===== config.mk =====
export PLATFORM = sky130hd
export DESIGN_NAME = load_store_unit
export DESIGN_NICKNAME = d
export VERILOG_FILES = /design/src/rtl/rv32i_pkg.sv /design/src/rtl/lsu_align.sv /design/src/rtl/load_store_unit.sv
export SDC_FILE = /design/constraint.sdc
export NUM_CORES = 1
export LEC_CHECK = 0
export ABC_CLOCK_PERIOD_IN_PS = 1900
export CAP_MARGIN = 25
export CORE_MARGIN = 5
export CORE_UTILIZATION = 43
export DETAILED_ROUTE_END_ITERATION = 8
export PLACE_DENSITY = 0.76
export RECOVER_POWER = 100
export SETUP_SLACK_MARGIN = 0.15
export SLEW_MARGIN = 30
export SYNTH_ARGS = -nofsm -noshare
export SYNTH_HDL_FRONTEND = slang
export SYNTH_SLANG_ARGS = --single-unit

===== constraint.sdc =====
create_clock -name clk -period 1.9 [get_ports clk]
set_clock_uncertainty 0.15 [all_clocks]
set_input_delay 0.19 -clock clk [delete_from_list [all_inputs] [get_ports clk]]
set_output_delay 0.19 -clock clk [all_outputs]
set_load 0.03 [all_outputs]

===== src/rtl/rv32i_pkg.sv =====
// Shared RV32I load/store encodings, LSU state encoding and byte-lane constants.
package rv32i_pkg;

    localparam logic [2:0] F3_LB  = 3'd0;
    localparam logic [2:0] F3_LH  = 3'd1;
    localparam logic [2:0] F3_LW  = 3'd2;
    localparam logic [2:0] F3_LBU = 3'd4;
    localparam logic [2:0] F3_LHU = 3'd5;
    localparam logic [2:0] F3_SB  = 3'd0;
    localparam logic [2:0] F3_SH  = 3'd1;
    localparam logic [2:0] F3_SW  = 3'd2;

    localparam logic [2:0] ST_IDLE  = 3'd0;
    localparam logic [2:0] ST_RD    = 3'd1;
    localparam logic [2:0] ST_LCAP  = 3'd2;
    localparam logic [2:0] ST_MERGE = 3'd3;
    localparam logic [2:0] ST_WR    = 3'd4;
    localparam logic [2:0] ST_RESP  = 3'd5;

    typedef enum logic [2:0] {
        IDLE  = ST_IDLE,
        RD    = ST_RD,
        LCAP  = ST_LCAP,
        MERGE = ST_MERGE,
        WR    = ST_WR,
        RESP  = ST_RESP
    } lsu_state_e;

    localparam int BYTE_W = 8;
    localparam int LANES  = 4;

    // Illegal funct3 for the direction, or an access not aligned to its size.
    function automatic logic req_illegal(input logic we, input logic [2:0] f3,
                                         input logic [1:0] addr_lo);
        logic bad_f3;
        logic misaligned;
        if (we)
            bad_f3 = (f3 > F3_SW);
        else
            bad_f3 = (f3 == 3'd3) || (f3 == 3'd6) || (f3 == 3'd7);
        misaligned = ((f3[1:0] == F3_LH[1:0]) && addr_lo[0]) ||
                     ((f3[1:0] == F3_LW[1:0]) && (addr_lo != 2'b00));
        return bad_f3 | misaligned;
    endfunction

endpackage


===== src/rtl/lsu_align.sv =====
// Combinational lane steering: load extraction/extension and store byte-lane merge.
module lsu_align
    import rv32i_pkg::*;
(
    input  logic [1:0]  addr_lo_i,
    input  logic [2:0]  funct3_i,
    input  logic [31:0] rdata_i,
    input  logic [31:0] wdata_i,
    output logic [31:0] load_data_o,
    output logic [31:0] store_data_o
);

    logic [7:0]  ld_byte;
    logic [15:0] ld_half;

    assign ld_byte = rdata_i[{addr_lo_i, 3'b000} +: 8];
    assign ld_half = rdata_i[{addr_lo_i[1], 4'b0000} +: 16];

    always_comb begin
        load_data_o = rdata_i;
        case (funct3_i[1:0])
            F3_LB[1:0]: load_data_o = funct3_i[2] ? {24'b0, ld_byte}
                                                  : {{24{ld_byte[7]}}, ld_byte};
            F3_LH[1:0]: load_data_o = funct3_i[2] ? {16'b0, ld_half}
                                                  : {{16{ld_half[15]}}, ld_half};
            default:    load_data_o = rdata_i;
        endcase
    end

    // Each lane takes new data only when the store covers it; otherwise the old byte survives.
    for (genvar gi = 0; gi < LANES; gi++) begin : g_lane
        localparam logic [1:0] LANE = 2'(gi);
        logic byte_hit;
        logic half_hit;
        logic word_hit;

        assign byte_hit = (funct3_i[1:0] == F3_SB[1:0]) && (addr_lo_i == LANE);
        assign half_hit = (funct3_i[1:0] == F3_SH[1:0]) && (addr_lo_i[1] == LANE[1]);
        assign word_hit = (funct3_i[1:0] == F3_SW[1:0]);

        assign store_data_o[BYTE_W*gi +: BYTE_W] =
            word_hit ? wdata_i[BYTE_W*gi +: BYTE_W] :
            byte_hit ? wdata_i[7:0] :
            half_hit ? (LANE[0] ? wdata_i[15:8] : wdata_i[7:0]) :
                       rdata_i[BYTE_W*gi +: BYTE_W];
    end

endmodule


===== src/rtl/load_store_unit.sv =====
// Single-outstanding RV32I load/store initiator for a word-wide memory without byte
// enables; sub-word stores are done as aligned read-modify-write.
module load_store_unit
    import rv32i_pkg::*;
#(
    parameter int AW = 32,
    parameter int DW = 32
) (
    input  logic          clk,
    input  logic          rst_n,
    input  logic          req_valid,
    output logic          req_ready,
    input  logic          req_we,
    input  logic [2:0]    req_funct3,
    input  logic [AW-1:0] req_addr,
    input  logic [DW-1:0] req_wdata,
    output logic          resp_valid,
    output logic          resp_err,
    output logic [DW-1:0] resp_rdata,
    output logic [AW-1:0] mem_address,
    output logic          mem_read,
    output logic          mem_write,
    output logic [DW-1:0] mem_wdata,
    input  logic [DW-1:0] mem_rdata
);

    lsu_state_e    state_q, state_d;
    logic [1:0]    addr_lo_q;
    logic [2:0]    funct3_q;
    logic          we_q;
    logic [DW-1:0] wdata_q;
    logic          resp_valid_q, resp_err_q;
    logic [DW-1:0] resp_rdata_q;
    logic [AW-1:0] mem_address_q;
    logic          mem_read_q, mem_write_q;
    logic [DW-1:0] mem_wdata_q;

    logic          accept;
    logic          illegal;
    logic [DW-1:0] load_data;
    logic [DW-1:0] store_data;

    assign accept  = req_valid && (state_q == IDLE);
    assign illegal = req_illegal(req_we, req_funct3, req_addr[1:0]);

    lsu_align u_align (
        .addr_lo_i    (addr_lo_q),
        .funct3_i     (funct3_q),
        .rdata_i      (mem_rdata),
        .wdata_i      (wdata_q),
        .load_data_o  (load_data),
        .store_data_o (store_data)
    );

    always_comb begin
        state_d = state_q;
        case (state_q)
            IDLE: begin
                if (req_valid) begin
                    if (illegal)
                        state_d = RESP;
                    else if (req_we && (req_funct3 == F3_SW))
                        state_d = WR;
                    else
                        state_d = RD;
                end
            end
            RD:      state_d = we_q ? MERGE : LCAP;
            LCAP:    state_d = RESP;
            MERGE:   state_d = WR;
            WR:      state_d = RESP;
            RESP:    state_d = IDLE;
            default: state_d = IDLE;
        endcase
    end

    // Strobes are registered from the next state so each lands in the cycle it names.
    always_ff @(posedge clk or negedge rst_n) begin
        if (!rst_n) begin
            state_q       <= IDLE;
            addr_lo_q     <= '0;
            funct3_q      <= '0;
            we_q          <= 1'b0;
            wdata_q       <= '0;
            resp_valid_q  <= 1'b0;
            resp_err_q    <= 1'b0;
            resp_rdata_q  <= '0;
            mem_address_q <= '0;
            mem_read_q    <= 1'b0;
            mem_write_q   <= 1'b0;
            mem_wdata_q   <= '0;
        end else begin
            state_q      <= state_d;
            mem_read_q   <= (state_d == RD);
            mem_write_q  <= (state_d == WR);
            resp_valid_q <= (state_d == RESP);

            if (accept) begin
                addr_lo_q     <= req_addr[1:0];
                funct3_q      <= req_funct3;
                we_q          <= req_we;
                wdata_q       <= req_wdata;
                mem_address_q <= {req_addr[AW-1:2], 2'b00};
                resp_err_q    <= illegal;
                resp_rdata_q  <= '0;
                if (req_we && (req_funct3 == F3_SW) && !illegal)
                    mem_wdata_q <= req_wdata;
            end

            if (state_q == LCAP)
                resp_rdata_q <= load_data;
            if (state_q == MERGE)
                mem_wdata_q <= store_data;
            if (state_q == RESP) begin
                resp_err_q   <= 1'b0;
                resp_rdata_q <= '0;
            end
        end
    end

    assign req_ready   = (state_q == IDLE);
    assign resp_valid  = resp_valid_q;
    assign resp_err    = resp_err_q;
    assign resp_rdata  = resp_rdata_q;
    assign mem_address = mem_address_q;
    assign mem_read    = mem_read_q;
    assign mem_write   = mem_write_q;
    assign mem_wdata   = mem_wdata_q;

endmodule

==> After elaboration in Yosys (flattened, before gate mapping) <==
Index checks and enable logic that the tools add are counted.
{ "word_totals": {"register_bits": 139, "input_bits": 103, "output_inout_bits": 101, "elab_cells": 90} }
{ "op_classes": {"n_reduce_logical": 25, "mux": 29, "shifts": 2, "bitwise_logic": 2, "magnitude_cmp": 1, "eq_ne": 19} }
{ "op_table": {"columns": ["op", "count"], "rows": [
  ["$mux 32", 8],
  ["$mux 8", 12],
  ["$pmux 32 s2", 1],
  ["$shiftx 32x6->16", 1],
  ["$shiftx 32x6->8", 1],
  ["$eq 3x3->1 const B", 6],
  ["$eq 3x2->1 const B", 4],
  ["$pmux 3 s4", 1],
  ["$logic_and 1x1->1", 11],
  ["$mux 3", 3],
  ["$eq 2x2->1 const B", 4],
  ["$reduce_bool 2->1", 4],
  ["$eq 2x1->1 const B", 3],
  ["$eq 3x1->1 const B", 2],
  ["$logic_not 2->1", 2],
  ["$mux 1", 4],
  ["$gt 3x2->1 const B", 1],
  ["$logic_not 3->1", 1],
  ["$logic_or 1x1->1", 3],
  ["$reduce_bool 3->1", 1],
  ["$reduce_and 2->1", 1],
  ["$reduce_or 2->1", 1],
  ["$logic_not 1->1", 1],
  ["$not 1->1", 1],
  ["$or 1x1->1", 1]
]} }

==> Longest topological paths before layout <==
Gate-level depths: netlist of the first run.
{ "depth": {"word_depth": 10, "depth_mapped": 8, "mapped_depth_nobuf": 4} }

==> Modules after synthesis <==
Synthesis of the first run repeated with hierarchy kept, for this count alone.
{ "hier_totals": {"hier_cells": 624, "area_unflattened_um2": 7463.4} }
{ "modules_own_cells": {"columns": ["module", "area_per_inst_um2", "instances", "cells_per_inst", "seq_area_each_um2"], "rows": [
  ["load_store_unit", 5718.0, 1, 364, 3478.3],
  ["lsu_align", 1745.4, 1, 260, 0.0]
]} }

==> Worst setup path after synthesis of the first run <==
Ideal clock, no wire load.
{ "synth_timing": {"path_type": "register to register", "startpoint": "reg state_q[1]", "endpoint": "reg mem_address_q[27], in the netlist mem_address[27]", "n_path_buf": 3, "stages_incl_launch_ff": 6, "setup_slack_ns": -0.046, "required_ns": 1.625, "setup_time_ns": 0.125, "arrival_ns": 1.671, "period_less_slack_ns": 1.946, "cell_sequence": "dfrtp_1 buf_4 nor4b_4 buf_2 buf_2 mux2_2"} }
{ "synth_between": {"elab_chain_cells": 2} }
{ "synth_lines": {"columns": ["element", "line", "rtl"], "rows": [
  ["start, declared", "load_store_unit.sv:27", "lsu_state_e state_q, state_d;"],
  ["start signal, assigned", "load_store_unit.sv:93", "state_q <= state_d;"],
  ["$logic_not 3->1", "load_store_unit.sv:43", "assign accept = req_valid && (state_q == IDLE);"],
  ["$logic_and 1x1->1", "load_store_unit.sv:43", null],
  ["end signal, assigned", "load_store_unit.sv:103", "mem_address_q <= {req_addr[AW-1:2], 2'b00};"],
  ["end, declared", "load_store_unit.sv:34", "logic [AW-1:0] mem_address_q;"]
]} }
Every way passes these cells.
A chain may end at the register's enable or synchronous reset.

==> Worst setup path in the final report of the first run <==
{ "layout_timing": {"startpoint": "reg state_q[1]", "endpoint": "reg mem_wdata_q[12], in the netlist mem_wdata[12]"} }
{ "layout_between": {"elab_chain_cells": 4, "word_cells_on_any_way": 7, "classes_between": "1 x eq/ne; 1 x mux; 5 x reduce/logical"} }
{ "layout_lines": {"columns": ["element", "line", "rtl"], "rows": [
  ["$logic_not 3->1", "load_store_unit.sv:43", null],
  ["$logic_and 1x1->1", "load_store_unit.sv:43", null],
  ["$reduce_bool 2->1 (no source line)", null, null],
  ["$reduce_and 2->1 (no source line)", null, null],
  ["end signal, assigned", "load_store_unit.sv:107", "mem_wdata_q <= req_wdata;"],
  ["end signal, assigned", "load_store_unit.sv:113", "mem_wdata_q <= store_data;"],
  ["end, declared", "load_store_unit.sv:36", "logic [DW-1:0] mem_wdata_q;"]
]} }
Parallel ways exist; a longest one is shown, timed or not.

==> metrics.txt, run 1 <==
# TYPE chip_impl_metric gauge
chip_impl_info{name="outcome",value="finished with violations"} 1
chip_impl_info{name="failed_checks",value="setup timing"} 1
chip_impl_metric{name="synth.yosys.warnings",unit=""} 0
chip_impl_metric{name="syn_inst",unit=""} 608
chip_impl_info{name="critical_path.reg2reg.endpoint",value="mem_wdata[12]"} 1
chip_impl_metric{name="seq_area_frac_synth",unit="%"} 50.1
chip_impl_metric{name="antenna_violations_before_repair",unit=""} 0
chip_impl_info{name="whs_endpoint",value="mem_address[15]"} 1
chip_impl_metric{name="final_layout_size_suffix_gt1_share",unit="%"} 31.4
chip_impl_metric{name="hold-path-cell-count",unit=""} 2
chip_impl_metric{name="clock_power_share",unit="%"} 16.3
chip_impl_metric{name="finalSetupViolations",unit=""} 17
chip_impl_metric{name="postSynthAreaPerCell",unit="um^2"} 11.4
chip_impl_metric{name="worst-r2r-cell-count",unit=""} 6
chip_impl_info{name="crit_path_frequent_cell",value="buf_6"} 1
chip_impl_metric{name="clk_latency",unit="ns"} 0.43
chip_impl_info{name="worst_path_max_delay_cell",value="dfrtp_2"} 1
chip_impl_metric{name="placed_cells",unit=""} 1038
chip_impl_metric{name="layout.filler_cells",unit=""} 1106
chip_impl_metric{name="finish.net_count",unit=""} 990
chip_impl_metric{name="worst_setup_hold_path_clk_slew",unit="ns"} 0.07
chip_impl_metric{name="period_needed",unit="ns"} 1.96
chip_impl_metric{name="ys_ff_latch",unit=""} 139
chip_impl_metric{name="ant_nets",unit=""} 0
chip_impl_metric{name="grt.overflow.total",unit=""} 0
chip_impl_metric{name="antenna_diode_count",unit=""} 0
chip_impl_metric{name="report.final.slew_viol_count",unit=""} 0
chip_impl_metric{name="floorplan.initialDensity",unit="%"} 43.7
chip_impl_metric{name="cellPowerDensity",unit="mW/mm^2"} 1860
chip_impl_metric{name="largest_net_degree_at_the_start_of_global_routing",unit=""} 61
chip_impl_metric{name="power.switching",unit="mW"} 8.78
chip_impl_metric{name="finalNonFillerCells",unit=""} 1116
chip_impl_metric{name="finalWorstSetupSlack",unit="ns"} -0.0576
chip_impl_info{name="hold_path_class",value="in -> reg"} 1
chip_impl_info{name="mostFrequentLayoutCells",value="132 x dfrtp_1, 101 x clkdlybuf4s50_1, 98 x dlygate4sd2_1, 64 x buf_4"} 1
chip_impl_info{name="cts_tree",value="built"} 1
chip_impl_info{name="reg2reg_from",value="state_q[1]"} 1
chip_impl_metric{name="cts_sinks",unit=""} 139
chip_impl_metric{name="worst-slew-pin-transition",unit="ns"} 0.992
chip_impl_info{name="final_common_cell",value="dfrtp_1"} 1
chip_impl_info{name="synth_ff_type",value="dfrtp_1"} 1
chip_impl_metric{name="reg2reg_setup_slack",unit="ns"} -0.06
chip_impl_metric{name="timing.final.crit_share",unit="%"} 103
chip_impl_metric{name="switching_share",unit="%"} 41.7
chip_impl_info{name="critPathKind",value="reg -> reg"} 1
chip_impl_metric{name="routed_wire_length_per_instance",unit="um"} 23.5
chip_impl_metric{name="p_int",unit="mW"} 12.3
chip_impl_info{name="cp_cell_sequence",value="nor4b_4 > nand4_1 > buf_6 > buf_6 > and3_4 > a211o_1"} 1
chip_impl_metric{name="max-vdd-ir-drop",unit="mV"} 1.14
chip_impl_info{name="hold_wc_startpoint",value="req_addr[15]"} 1
chip_impl_metric{name="fp.dieArea",unit="mm^2"} 0.0188
chip_impl_info{name="rsz0062_at_grt",value="true"} 1
chip_impl_metric{name="drv_cap",unit=""} 0
chip_impl_metric{name="horizontal_extent_of_the_die",unit="um"} 137
chip_impl_metric{name="first_global_vias",unit=""} 6743
chip_impl_metric{name="synth_area",unit="mm^2"} 0.00694
chip_impl_metric{name="global_route_wire_length_before_repair",unit="mm"} 36.6
chip_impl_metric{name="post-dp-hpwl",unit="mm"} 17.1
chip_impl_info{name="clockRootBuffer",value="clkbuf_16"} 1
chip_impl_metric{name="gp_routability_congestion",unit=""} 0.868
chip_impl_metric{name="fmaxAchievable",unit="GHz"} 0.511
chip_impl_info{name="critical-path-top-delay-family",value="simple AND/OR/NAND/NOR gates"} 1
chip_impl_metric{name="die_height",unit="um"} 137
chip_impl_metric{name="total_clock_buffers_created_by_cts",unit=""} 17
chip_impl_metric{name="cp.buffers_inverters",unit=""} 2
chip_impl_metric{name="detail_route.drc_violations",unit=""} 0
chip_impl_metric{name="final_hold_viol_count",unit=""} 0
chip_impl_metric{name="worst-endpoint-required",unit="ns"} 2.06
chip_impl_metric{name="power.combinational.fraction",unit="%"} 57.5
chip_impl_metric{name="cp.arrival",unit="ns"} 2.12
chip_impl_metric{name="vias",unit=""} 6545
chip_impl_metric{name="critical-path-max-stage-delay",unit="ns"} 0.46
chip_impl_metric{name="finalSetupTns",unit="ns"} -0.294
chip_impl_metric{name="globalRouteTotalUtil",unit="%"} 25.5
chip_impl_metric{name="num_rows",unit=""} 46
chip_impl_metric{name="slew_headroom",unit="%"} 33.9
chip_impl_metric{name="core_area",unit="mm^2"} 0.0159
chip_impl_metric{name="yosysUniqueCellTypes",unit=""} 54
chip_impl_metric{name="first_pass_iters",unit=""} 8
chip_impl_metric{name="area.growth.synth_to_final",unit="%"} 63.5
chip_impl_metric{name="cts_buffer_depth",unit=""} 2
chip_impl_metric{name="dr.first_iter.drc_count",unit=""} 655
chip_impl_info{name="crit_path_end_kind",value="flop"} 1
chip_impl_metric{name="finalWirelength",unit="mm"} 26.2
chip_impl_metric{name="io_pins",unit=""} 204
chip_impl_metric{name="synth_enable_flop_cells",unit=""} 0
chip_impl_metric{name="port_buffers",unit=""} 201
chip_impl_info{name="setup.worst_path.start_class",value="flop"} 1
chip_impl_metric{name="postSynth.asyncResetShare",unit="%"} 100
chip_impl_metric{name="power_leakage",unit="nW"} 5.32
chip_impl_metric{name="seq_power_share",unit="%"} 26.2
chip_impl_metric{name="post_drt_via_cell_ratio",unit=""} 5.86
chip_impl_metric{name="ctsHtreeMaxLevel",unit=""} 4
chip_impl_metric{name="cp_max_fo",unit=""} 5
final cells by class:
| type | count | area (um^2) | share of cell area (%) |
|---|---|---|---|
| inverters | 15 | 56.3 | 0.496 |
| multi-input cells | 399 | 3630 | 32.0 |
| flip-flops and latches | 139 | 3490 | 30.7 |
| repair buffers | 315 | 3300 | 29.1 |
| clock buffers | 18 | 439 | 3.87 |
| clock inverters | 14 | 169 | 1.49 |
| well taps | 216 | 270 | 2.38 |
flip-flops by register name, summed over array words and instances (netlist names), 2 cells and up:
signal       count
mem_wdata       32
resp_rdata      32
wdata_q         32
mem_address     30
funct3_q         3
state_q          3
addr_lo_q        2
power groups by stage:
stage,combinational (mW),clock [mW],sequential [mW]
finish,12.1,3.44,5.51
detailed placement,10.2,0,5.45
global placement,9.92,0,5.37
global route,12.7,3.61,5.65
CTS,10.5,3.46,5.40
floorplan,4.55,0,6.86
per-stage QoR:
stage	util, %	setup WS (ns)	hold slack (ns)	instance area (um^2)	total power [mW]
global placement	60.5	-0.172	-0.0370	9610	15.3
CTS	66.9	0.0371	0.0854	10600	19.4
floorplan	-	0.0439	-0.256	6980	11.4
finish	71.5	-0.0576	0.216	11400	21.1
global route	71.5	-0.105	0.218	11400	22.0
detailed placement	60.5	-0.292	-0.0360	9610	15.6
cells in the mapped netlist (all sizes together) (2+ instances only):
cell	n	share of area, %
a211oi	2	0.22
o22ai	7	0.63
nand3b	5	0.54
a2bb2oi	8	1.0
a211o	4	0.50
a221o	22	3.2
dfrtp	139	50
o211ai	9	0.97
and2	2	0.18
o21ai	25	1.8
nor3	3	0.22
nor2	14	0.76
nor4b	2	0.56
mux2	67	11
buf	33	2.5
and3	4	0.36
a22o	15	1.9
a22oi	9	0.97
nand3	31	2.2
nor2b	14	1.3
nor3b	2	0.29
a221oi	7	0.88
inv	15	0.81
a222oi	7	1.0
mux2i	50	7.2
o31a	2	0.25
o221ai	15	1.9
a21oi	16	1.2
nand2b	5	0.45
nand2	35	1.9
clkbuf	23	1.3
cell families after synthesis:
family,Yosys count,share of synthesized area (%)
simple gates,122,9.28
xor+xnor,1,0.126
compound gates,156,17.4
mux,118,18.4
buf+inv,71,4.61
flops,139,50.1
other cells,1,0.0540
what timing repair did:
action,4_1_cts,5_1_grt
setup buffers,10,17
endpoints found under the setup margin,224,134
resized for setup,158,105
hold buffers,1,0
endpoints found under the hold margin,139,0
pin swaps,9,34
gates cloned,8,10
layer usage:
metal | global-route usage [%] | share of wire [%] | up-vias | routed length [um]
met5 | 0 | 0 | - | 0
met3 | 8.13 | 8.2 | 70 | 2140
met4 | 10.3 | 3.2 | 0 | 827
met2 | 42.0 | 50 | 347 | 13100
li1 | - | - | 2881 | -
met1 | 31.0 | 39 | 3247 | 10100
worst max path at each step:
stage,endpoint,slack [ns],cells past startpoint,from
2_1_floorplan,mem_wdata[0],0.04,7,state_q[2]
3_3_place_gp,mem_wdata[27],-0.17,6,req_funct3[0]
3_5_place_dp,mem_wdata[31],-0.29,6,req_funct3[0]
4_1_cts,mem_wdata[11],0.04,6,state_q[1]
5_1_grt,mem_wdata[12],-0.11,6,state_q[1]
6_report,mem_wdata[12],-0.06,6,state_q[1]
worst reg2reg max path, cell delays in order (launching register included):
cell and delay (ns):
dfrtp_2 0.46, nor4b_4 0.32, nand4_1 0.16, buf_6 0.19, buf_6 0.14, and3_4 0.16, a211o_1 0.27
Power figures use the tool's default switching activity.
==> run 2: changes to the inputs <==
ABC_AREA = 1   (was not set)
CORE_ASPECT_RATIO = 0.8   (was not set)
CORE_UTILIZATION = 44   (was 43)
==> metrics.txt, run 2 <==
# TYPE chip_impl_metric gauge
chip_impl_info{name="outcome",value="completed"} 1
chip_impl_metric{name="synth.yosys.warnings",unit=""} 0
chip_impl_metric{name="gp_routability_congestion",unit=""} 0.961
chip_impl_info{name="setup.worst_path.start_class",value="flop"} 1
chip_impl_info{name="most_frequently_used_cell_type_in_the_post_synthesis_netlist",value="nand2_1"} 1
chip_impl_metric{name="port_buffers",unit=""} 201
chip_impl_metric{name="ctsHtreeMaxLevel",unit=""} 4
chip_impl_metric{name="cp_max_fo",unit=""} 15
chip_impl_info{name="crit_path_end_kind",value="flop"} 1
chip_impl_metric{name="layout.filler_cells",unit=""} 1488
chip_impl_info{name="hold_wc_startpoint",value="req_addr[29]"} 1
chip_impl_metric{name="period_needed",unit="ns"} 1.81
chip_impl_metric{name="total_clock_buffers_created_by_cts",unit=""} 17
chip_impl_metric{name="finish.net_count",unit=""} 1393
chip_impl_metric{name="clk_latency",unit="ns"} 0.42
chip_impl_metric{name="worst_setup_hold_path_clk_slew",unit="ns"} 0.06
chip_impl_metric{name="io_pins",unit=""} 204
chip_impl_metric{name="fp.dieArea",unit="mm^2"} 0.0196
chip_impl_metric{name="cp.arrival",unit="ns"} 1.97
chip_impl_metric{name="core_area",unit="mm^2"} 0.0166
chip_impl_metric{name="largest_net_degree_at_the_start_of_global_routing",unit=""} 49
chip_impl_metric{name="cts_buffer_depth",unit=""} 2
chip_impl_metric{name="postSynth.asyncResetShare",unit="%"} 100
chip_impl_metric{name="power_leakage",unit="nW"} 5.83
chip_impl_metric{name="synth_enable_flop_cells",unit=""} 0
chip_impl_metric{name="synth_top_cell_area_share",unit="%"} 46.8
chip_impl_metric{name="ys_ff_latch",unit=""} 139
chip_impl_info{name="leading_area_contributor_after_synthesis",value="dfrtp_1"} 1
chip_impl_metric{name="dr.first_iter.drc_count",unit=""} 755
chip_impl_metric{name="cellPowerDensity",unit="mW/mm^2"} 1720
chip_impl_metric{name="post_drt_via_cell_ratio",unit=""} 5.25
chip_impl_info{name="rsz0062_at_grt",value="true"} 1
chip_impl_metric{name="die_height",unit="um"} 126
chip_impl_metric{name="synth_area",unit="mm^2"} 0.00743
chip_impl_metric{name="seq_area_frac_synth",unit="%"} 46.8
chip_impl_metric{name="vias",unit=""} 7984
chip_impl_info{name="final_common_cell",value="nand2_1"} 1
chip_impl_metric{name="worst-slew-pin-transition",unit="ns"} 1.34
chip_impl_metric{name="finalSetupViolations",unit=""} 0
chip_impl_metric{name="area.growth.synth_to_final",unit="%"} 43.1
chip_impl_info{name="critPathLaunch",value="state_q[2]"} 1
chip_impl_metric{name="postSynthAreaPerCell",unit="um^2"} 6.99
chip_impl_metric{name="placed_cells",unit=""} 1468
chip_impl_metric{name="antenna_violations_before_repair",unit=""} 0
chip_impl_metric{name="detail_route.drc_violations",unit=""} 0
chip_impl_metric{name="report.final.slew_viol_count",unit=""} 0
chip_impl_metric{name="antenna_diode_count",unit=""} 0
chip_impl_info{name="synth_top_cells_by_area",value="dfrtp_1 47%, nand2_1 28%, nand3_1 5.4%"} 1
chip_impl_metric{name="floorplan.initialDensity",unit="%"} 44.9
chip_impl_info{name="reg2reg_from",value="state_q[2]"} 1
chip_impl_metric{name="drv_cap",unit=""} 0
chip_impl_metric{name="globalRouteTotalUtil",unit="%"} 25.5
chip_impl_metric{name="first_global_vias",unit=""} 7527
chip_impl_metric{name="total_power",unit="mW"} 18.3
chip_impl_info{name="critPathKind",value="reg -> reg"} 1
chip_impl_metric{name="cts_sinks",unit=""} 139
chip_impl_metric{name="yosysUniqueCellTypes",unit=""} 25
chip_impl_metric{name="finalSetupTns",unit="ns"} 0
chip_impl_metric{name="num_rows",unit=""} 42
chip_impl_metric{name="routed_wire_length_per_instance",unit="um"} 16.7
chip_impl_info{name="cts_tree",value="built"} 1
chip_impl_metric{name="worst_hold_slack",unit="ns"} 0.148
chip_impl_metric{name="grt.overflow.total",unit=""} 0
chip_impl_metric{name="worst-endpoint-required",unit="ns"} 2.06
chip_impl_metric{name="max-vdd-ir-drop",unit="mV"} 0.981
chip_impl_info{name="synth_ff_type",value="dfrtp_1"} 1
chip_impl_metric{name="final_layout_size_suffix_gt1_share",unit="%"} 11.3
chip_impl_metric{name="global_route_wire_length_before_repair",unit="mm"} 39.8
chip_impl_info{name="hold_path_class",value="in -> reg"} 1
chip_impl_metric{name="first_pass_iters",unit=""} 5
chip_impl_metric{name="horizontal_extent_of_the_die",unit="um"} 155
chip_impl_metric{name="syn_inst",unit=""} 1064
chip_impl_metric{name="slew_headroom",unit="%"} 11.0
chip_impl_info{name="clockRootBuffer",value="clkbuf_16"} 1
chip_impl_metric{name="post-dp-hpwl",unit="mm"} 17.8
chip_impl_metric{name="final_util",unit="%"} 64.2
chip_impl_metric{name="fmaxAchievable",unit="GHz"} 0.554
chip_impl_info{name="mostFrequentLayoutCells",value="551 x nand2_1, 135 x dfrtp_1, 101 x clkdlybuf4s50_1, 98 x dlygate4sd2_1, 78 x nand3_1"} 1
chip_impl_metric{name="finalWirelength",unit="mm"} 25.5
chip_impl_metric{name="ant_nets",unit=""} 0
chip_impl_metric{name="finalNonFillerCells",unit=""} 1522
chip_impl_info{name="synth.top_cells.by_count",value="556 x nand2_1, 139 x dfrtp_1, 80 x nand3_1"} 1
chip_impl_metric{name="final_hold_viol_count",unit=""} 0
chip_impl_metric{name="timing.final.crit_share",unit="%"} 95.0
-- run 2: cell count changes after synthesis, moves of 17 or more --
cell | previous run | this run
nand2_1 | 35 | 556
mux2_2 | 67 | 0
mux2i_1 | 50 | 0
nand3_1 | 31 | 80
inv_1 | 15 | 54
o21ai_0 | 18 | 56
a221o_1 | 22 | 0
inv_2 | 0 | 22
nand4_1 | 1 | 18
-- run 2: logic make-up (layout without fill, tap and decap cells) --
family	count (synthesis)	in the layout	synth area share [%]
AOI/OAI and AO/OA	107	107	7.78
DFF	139	139	46.8
other	1	2	0.0504
buffers and inverters	136	371	7.76
and+or+nand+nor	681	683	37.6
-- run 2: path summary, 6_finish.rpt --
kind	endpoint	slack, ns	cells after the start
worst max-delay path	mem_wdata[20]	0.09	8
worst min-delay path	mem_address[29]	0.15	3
worst max register to register	mem_wdata[20]	0.09	8
worst min register to register	mem_address[9]	0.31	2
max in group asynchronous	wdata_q[5]	0.27	3
min in group asynchronous	resp_rdata[27]	0.46	2
-- run 2: area by class of cell --
type | count | area [um^2] | share of cell area (%)
Tap cell | 220 | 275 | 2.59
Multi-Input combinational cell | 792 | 3490 | 32.8
Clock buffer | 20 | 467 | 4.39
Inverter | 76 | 290 | 2.73
Timing Repair Buffer | 264 | 2510 | 23.6
Clock inverter | 11 | 119 | 1.12
Sequential cell | 139 | 3480 | 32.8
-- run 2: stage by stage --
step	worst slack (ns)	area (um^2)
6_report	0.0949	10600
3_5_place_dp	-0.0622	9880
2_1_floorplan	0.281	7440
5_1_grt	-0.00148	10600
4_1_cts	0.132	10600
3_3_place_gp	0.0215	9880
-- run 2: where the power goes --
part | leakage, nW | switching [mW] | total, mW | internal, mW
clock network | 0.280 | 1.31 | 3.33 | 2.02
logic | 3.78 | 6.54 | 9.89 | 3.34
registers | 1.76 | 0.793 | 5.07 | 4.27
-- run 2: layer usage --
layer	vias up	share of wire [%]	track usage [%]
met5	-	0	0
met4	0	2.0	8.18
met3	45	11	7.00
met2	461	45	39.2
met1	3675	42	35.1
li1	3803	-	-
-- run 2: timing repair --
action                     CTS  global route
hold endpoints to repair   139             0
setup endpoints to repair  138            81
buffers inserted            14             2
gates resized for setup    120            23
cloned                       2             4
hold buffers                 1             0
pin swaps                    6             7
-- run 2: critical path: stages, from the launching register on --
cell and delay, ns:
dfrtp_2 0.46, inv_2 0.09, nand2_2 0.09, nor2_4 0.17
nand4_1 0.17, clkbuf_2 0.20, buf_4 0.22, nand3_1 0.09
nand2_1 0.06
==> run 3: changes to the inputs <==
SLEW_MARGIN = 20   (was 30)
==> results of run 3 <==
Same layout as run 2: the final DEF is identical, and so are final timing and power.
